===== src/rtl/pipe_rate_pkg.sv =====
// Shared types and encodings for the PIPE rate-change controller.
// Generation numbers are 1-based; the PIPE Rate/PCLKRate fields are 0-based.
package pipe_rate_pkg;

    localparam int GEN_MIN = 1;
    localparam int GEN_MAX = 5;

    typedef enum logic [2:0] {
        ST_IDLE     = 3'd0,
        ST_EI_WAIT  = 3'd1,
        ST_SET_RATE = 3'd2,
        ST_WAIT_OK  = 3'd3,
        ST_ACK_WAIT = 3'd4,
        ST_DONE     = 3'd5
    } state_e;

    function automatic logic [3:0] gen_to_rate(input logic [2:0] gen);
        return {1'b0, gen - 3'd1};
    endfunction

    function automatic logic [4:0] gen_to_pclkrate(input logic [2:0] gen);
        return {2'b00, gen - 3'd1};
    endfunction

endpackage


===== src/rtl/pipe_rate_ctrl_phystatus_collect.sv =====
// Sticky per-lane PhyStatus collector; all_done_o includes a pulse arriving this cycle.
// Masked-off lanes never record and never block completion.
module phystatus_collect #(
    parameter int LANES = 16
) (
    input  logic             clk,
    input  logic             reset,
    input  logic             clear_i,
    input  logic [LANES-1:0] phystatus_i,
    input  logic [LANES-1:0] mask_i,
    output logic             all_done_o
);

    logic [LANES-1:0] sticky_q;
    logic [LANES-1:0] sticky_d;
    logic [LANES-1:0] seen;

    assign seen       = (sticky_q | phystatus_i) & mask_i;
    assign all_done_o = (seen == mask_i);
    assign sticky_d   = clear_i ? '0 : seen;

    always_ff @(posedge clk or posedge reset) begin
        if (reset) begin
            sticky_q <= '0;
        end else begin
            sticky_q <= sticky_d;
        end
    end

endmodule


===== src/rtl/pipe_rate_ctrl.sv =====
// PIPE rate-change sequencer: EI settle, rate drive, PclkChangeOk/Ack handshake, PhyStatus collect.
// Optional handshake timeout enabled by defining RATE_CHANGE_TIMEOUT_EN.
module pipe_rate_ctrl
    import pipe_rate_pkg::*;
#(
    parameter int LANESNUMBER    = 16,
    parameter int MAX_GEN        = 1,
    parameter int EI_CYCLES      = 8,
    parameter int TIMEOUT_CYCLES = 4096
) (
    input  logic                   clk,
    input  logic                   reset,
    input  logic [2:0]             gen_req,
    input  logic                   change_req,
    input  logic [LANESNUMBER-1:0] lane_mask,
    input  logic [LANESNUMBER-1:0] PhyStatus,
    input  logic                   PclkChangeOk,
    output logic [3:0]             Rate,
    output logic [4:0]             PCLKRate,
    output logic                   PclkChangeAck,
    output logic                   ei_hold,
    output logic                   busy,
    output logic                   done,
    output logic                   reject,
    output logic                   timeout,
    output logic [2:0]             cur_gen
);

    localparam int             EIW     = (EI_CYCLES > 1) ? $clog2(EI_CYCLES) : 1;
    localparam logic [EIW-1:0] EI_LAST = EIW'(EI_CYCLES - 1);
    localparam logic [2:0]     GEN_LO  = 3'(GEN_MIN);
    localparam logic [2:0]     GEN_HI  = 3'((MAX_GEN > GEN_MAX) ? GEN_MAX : MAX_GEN);

    state_e                 state_q, state_d;
    logic [2:0]             tgt_q, tgt_d;
    logic [2:0]             cur_gen_q, cur_gen_d;
    logic [LANESNUMBER-1:0] mask_q, mask_d;
    logic [3:0]             rate_q, rate_d;
    logic [4:0]             pclk_q, pclk_d;
    logic [EIW-1:0]         ei_cnt_q, ei_cnt_d;
    logic                   done_q, done_d;
    logic                   reject_q, reject_d;
    logic                   all_done;
    logic                   gen_ok;

`ifdef RATE_CHANGE_TIMEOUT_EN
    localparam int             TW       = (TIMEOUT_CYCLES > 1) ? $clog2(TIMEOUT_CYCLES) : 1;
    localparam logic [TW-1:0]  TMO_LAST = TW'(TIMEOUT_CYCLES - 1);
    logic [TW-1:0]             tmo_cnt_q, tmo_cnt_d;
    logic                      timeout_q, timeout_d;
    logic                      tmo_hit;

    assign tmo_hit = (tmo_cnt_q == TMO_LAST);
`endif

    assign gen_ok = (gen_req >= GEN_LO) && (gen_req <= GEN_HI);

    phystatus_collect #(.LANES(LANESNUMBER)) u_collect (
        .clk         (clk),
        .reset       (reset),
        .clear_i     (state_q != ST_ACK_WAIT),
        .phystatus_i (PhyStatus),
        .mask_i      (mask_q),
        .all_done_o  (all_done)
    );

    always_comb begin
        state_d   = state_q;
        tgt_d     = tgt_q;
        cur_gen_d = cur_gen_q;
        mask_d    = mask_q;
        rate_d    = rate_q;
        pclk_d    = pclk_q;
        ei_cnt_d  = ei_cnt_q;
        done_d    = 1'b0;
        reject_d  = 1'b0;
`ifdef RATE_CHANGE_TIMEOUT_EN
        tmo_cnt_d = tmo_cnt_q;
        timeout_d = 1'b0;
`endif
        case (state_q)
            ST_IDLE: begin
                if (change_req) begin
                    if (!gen_ok) begin
                        reject_d = 1'b1;
                    end else if (gen_req == cur_gen_q) begin
                        done_d = 1'b1;
                    end else begin
                        tgt_d    = gen_req;
                        mask_d   = lane_mask;
                        ei_cnt_d = '0;
                        state_d  = ST_EI_WAIT;
                    end
                end
            end
            ST_EI_WAIT: begin
                if (ei_cnt_q == EI_LAST) begin
                    rate_d  = gen_to_rate(tgt_q);
                    pclk_d  = gen_to_pclkrate(tgt_q);
                    state_d = ST_SET_RATE;
                end else begin
                    ei_cnt_d = ei_cnt_q + 1'b1;
                end
            end
            ST_SET_RATE: begin
                state_d = ST_WAIT_OK;
`ifdef RATE_CHANGE_TIMEOUT_EN
                tmo_cnt_d = '0;
`endif
            end
            ST_WAIT_OK: begin
                if (PclkChangeOk) begin
                    state_d = ST_ACK_WAIT;
`ifdef RATE_CHANGE_TIMEOUT_EN
                    tmo_cnt_d = '0;
                end else if (tmo_hit) begin
                    rate_d    = gen_to_rate(cur_gen_q);
                    pclk_d    = gen_to_pclkrate(cur_gen_q);
                    timeout_d = 1'b1;
                    state_d   = ST_IDLE;
                end else begin
                    tmo_cnt_d = tmo_cnt_q + 1'b1;
`endif
                end
            end
            ST_ACK_WAIT: begin
                if (all_done) begin
                    cur_gen_d = tgt_q;
                    done_d    = 1'b1;
                    state_d   = ST_DONE;
`ifdef RATE_CHANGE_TIMEOUT_EN
                end else if (tmo_hit) begin
                    rate_d    = gen_to_rate(cur_gen_q);
                    pclk_d    = gen_to_pclkrate(cur_gen_q);
                    timeout_d = 1'b1;
                    state_d   = ST_IDLE;
                end else begin
                    tmo_cnt_d = tmo_cnt_q + 1'b1;
`endif
                end
            end
            ST_DONE: begin
                state_d = ST_IDLE;
            end
            default: begin
                state_d = ST_IDLE;
            end
        endcase
    end

    always_ff @(posedge clk or posedge reset) begin
        if (reset) begin
            state_q   <= ST_IDLE;
            tgt_q     <= 3'd1;
            cur_gen_q <= 3'd1;
            mask_q    <= '0;
            rate_q    <= 4'd0;
            pclk_q    <= 5'd0;
            ei_cnt_q  <= '0;
            done_q    <= 1'b0;
            reject_q  <= 1'b0;
        end else begin
            state_q   <= state_d;
            tgt_q     <= tgt_d;
            cur_gen_q <= cur_gen_d;
            mask_q    <= mask_d;
            rate_q    <= rate_d;
            pclk_q    <= pclk_d;
            ei_cnt_q  <= ei_cnt_d;
            done_q    <= done_d;
            reject_q  <= reject_d;
        end
    end

`ifdef RATE_CHANGE_TIMEOUT_EN
    always_ff @(posedge clk or posedge reset) begin
        if (reset) begin
            tmo_cnt_q <= '0;
            timeout_q <= 1'b0;
        end else begin
            tmo_cnt_q <= tmo_cnt_d;
            timeout_q <= timeout_d;
        end
    end

    assign timeout = timeout_q;
`else
    assign timeout = 1'b0;
`endif

    // DONE already releases the link, so only the in-flight states count as busy.
    assign busy          = (state_q != ST_IDLE) && (state_q != ST_DONE);
    assign ei_hold       = busy;
    assign PclkChangeAck = (state_q == ST_ACK_WAIT);
    assign Rate          = rate_q;
    assign PCLKRate      = pclk_q;
    assign done          = done_q;
    assign reject        = reject_q;
    assign cur_gen       = cur_gen_q;

endmodule


===== config.mk =====
export PLATFORM = sky130hd
export DESIGN_NAME = pipe_rate_ctrl
export DESIGN_NICKNAME = d
export VERILOG_FILES = /design/src/rtl/pipe_rate_pkg.sv /design/src/rtl/pipe_rate_ctrl_phystatus_collect.sv /design/src/rtl/pipe_rate_ctrl.sv
export SDC_FILE = /design/constraint.sdc
export NUM_CORES = 1
export LEC_CHECK = 0
export ABC_AREA = 1
export ABC_CLOCK_PERIOD_IN_PS = 1800
export BUFFER_PORTS_ARGS = -buffer_cell sky130_fd_sc_hd__clkbuf_2
export CAP_MARGIN = 5
export CORE_MARGIN = 2
export CORE_UTILIZATION = 30
export CTS_CLUSTER_SIZE = 8
export DETAILED_ROUTE_END_ITERATION = 10
export SYNTH_ARGS = -nofsm -noshare
export SYNTH_HDL_FRONTEND = slang
export SYNTH_SLANG_ARGS = --single-unit
export TNS_END_PERCENT = 20

===== constraint.sdc =====
create_clock -name clk -period 1.8 [get_ports clk]
set_clock_uncertainty 0.1 [all_clocks]
set_input_delay 0.27 -clock clk [delete_from_list [all_inputs] [get_ports clk]]
set_output_delay 0.27 -clock clk [all_outputs]
set_load 0.03 [all_outputs]

==> metrics.cfg <==
[status]
status = finished clean

[layout]
drive_gt1_share_pct = 29.4
n_fill_cell = 776
diodes = 0
final_area_mm2 = 0.00280
area_growth_pct = 21.3
fin_nets = 364
final_cells = 422
multi_input_area_um2 = 880
seq_area_mm2 = 0.00123

[worst_setup_path]
end_kind = output pin
crit_path_cell_trace = inv_2, nand2_2, nor2_4, buf_2
critPathArrivalTime_ns = 1.33
cp_num_buf_inv = 2
path_max_fanout = 7
cp-start-kind = register
critPathTopFamily = flip-flops
critPathKind = reg2out
crit_required_ns = 1.43
crit_slowest_cell = dfrtp_1
critPathMaxStageDelay_ns = 0.43

[logic_synthesis]
yosysWarnings = 0
synth_top_area_share_pct = 50.9
syn_area_mm2 = 0.00231
synth_area_leaders = dfrtp_1 51%, nand2_1 12%, nor2_1 7.0%
syn_avg_cell_area_um2 = 8.65
async_flop_share_pct = 100
ys_ff_latch = 49
syn-instance-count = 267
synth_area_leader_cell = dfrtp_1
synth_common_cells = 74 x nand2_1, 47 x dfrtp_1, 43 x nor2_1, 29 x inv_1
yosysSeqAreaShare_pct = 53.2
synth-edff-count = 0
synth_most_common_cell = nand2_1
synthFlopType = dfrtp_1
ys_types = 25

[grt]
grt_pass1_wl_um = 7850
antenna_found_initial = 0
grt_pass1_vias = 1764
globalRoute.totalOverflow = 0
gr-usage-all-layers_pct = 11.6
grt_max_degree = 36

[pwr]
intPower_uw = 2160
pwr_density_cell_mw_per_mm2 = 1180
clkPwrFrac_pct = 25.1
power_frac_seq_pct = 44.9
leakage_uw = 0.00149
pwr-share-comb_pct = 30.0
vdd_ir_drop_max_uv = 402
swShare_pct = 34.5
p_total_uw = 3290
power_switching_uw = 1130

[timing]
slew_viol_final = 0
fmax_mhz = 588
fin_ws_ns = 0.0987
rsz0062_at_grt = true
finalSetupViolations = 0
finalHoldViolCount = 0
period_share_pct = 94.5
holdWs_ns = 0.0842
post-route-min-period_ns = 1.70

[routing]
drc = 0
routed_via_density = 4.21
drtIter0Drc = 67
vias = 1778
wire_per_inst_um = 10.7
drt_wl_total_um = 4520
detail-route-antenna-nets = 0
firstDrtPassIters = 4

[clock_network]
numCtsBuffers = 5
cts.sinks = 49
clk_pin_slew_ns = 0.09
cts_tree = built
ctsLongestPathBuffers = 2
root_buffer = clkbuf_8
clk_latency_ns = 0.30
htree_levels = 2

[floorplanning]
start_util_pct = 31.3
coreArea_mm2 = 0.00737
die_h_um = 91.7
placementRows = 31
die-area_mm2 = 0.00841
die_x_um = 91.7
io_pins = 57

[min_path]
worstHoldPathType = in2reg

[place]
pre_cts_slack_ns = 0.122
io_buffers = 52
dp.cells = 412
place_congestion = 0.769
placed_area_mm2 = 0.00265
hpwl_um = 3310

[job]
cap_viol_max_count = 0

-- power by group through the flow --
stage | clock [µW] | sequential, µW | combinational, µW
CTS | 860 | 1480 | 965
detailed placement | 0 | 1500 | 954
floorplan | 0 | 1480 | 758
finish | 828 | 1480 | 987
global route | 902 | 1510 | 1140
global placement | 0 | 1490 | 935
-- tightest hold or removal path, delay by kind of cell --
kind / cells / cell delay (ns)
AO/OA/AOI/OAI: 1 / 0.05
buffers and inverters: 2 / 0.13
-- stage by stage --
stage	utilization, %	setup TNS (ns)
after global placement	36.0	0
after detailed placement	36.0	0
after global routing	38.0	-0.00262
after CTS	37.8	0
final	38.0	0
after floorplan	-	0
-- per-layer routing --
layer  track usage [%]  part of all wire (%)
met3              3.29                   3.8
met2              19.8                    50
met1              14.4                    46
met5                 0                     0
met4              3.36                  0.47
-- cells in the final DEF, fill, tap and decap left out, drive strengths merged --
cell         synthesis  layout
ha                   3       3
nand4                1       1
dfstp                2       2
nor3                 7       7
o21ai               18      18
nand3                6       6
conb                 1       4
a21oi               10      10
o31ai                1       1
clkinvlp             0       1
nand2               75      75
xnor2                4       4
inv                 32      32
bufinv               0       1
dlygate4sd3          0       1
nor2                46      46
buf                 12       6
dfrtp               47      47
a211oi               1       1
clkbuf               0      56
o21a                 1       1
-- layout make-up --
cell class	count	area share (%)
clock buffer	6	2.95
clock inverter	2	1.34
inverter	32	4.29
multi-input combinational	177	31.4
sequential	49	44.0
tap	99	4.42
timing repair buffer	57	11.6
-- registers in the layout (all words and copies together), names as in the netlist --
| name | cells |
|---|---|
| state_q | 3 |
| u_collect.sticky_q | 16 |
| ei_cnt_q | 3 |
| tgt_q | 3 |
| done | 1 |
| mask_q | 16 |
| PCLKRate | 3 |
| cur_gen | 3 |
| reject | 1 |
-- worst paths after layout --
| check | cells past startpoint | end | slack, ns | startpoint |
|---|---|---|---|---|
| max in group asynchronous | 4 | u_collect.sticky_q[10] | 0.71 | reset |
| worst max-delay path | 4 | PclkChangeAck | 0.1 | state_q[1] |
| min in group asynchronous | 3 | state_q[1] | 0.39 | reset |
| worst min-delay path | 3 | mask_q[8] | 0.08 | lane_mask[8] |
| worst max register to register | 6 | ei_cnt_q[0] | 0.14 | ei_cnt_q[0] |
| worst min register to register | 2 | tgt_q[1] | 0.37 | tgt_q[1] |
-- repair_timing --
| action | CTS | global route |
|---|---|---|
| setup buffers | 0 | 1 |
| setup endpoints to repair | 1 | 5 |
| gates resized for setup | 1 | 6 |
| hold endpoints to repair | 15 | 0 |
| hold buffers | 1 | 0 |
| pin swaps | 0 | 2 |
-- kinds of logic (layout without fill, tap and decap cells) --
logic type,after synthesis,after routing,share of synthesized area (%)
xor+xnor,4,4,1.52
compound gates,31,31,9.81
simple gates,135,135,24.1
fa+ha+maj,3,3,1.63
other cells,1,4,0.162
flops,49,49,53.2
buf+inv,44,97,9.59
(Power assumes the default switching activity.)
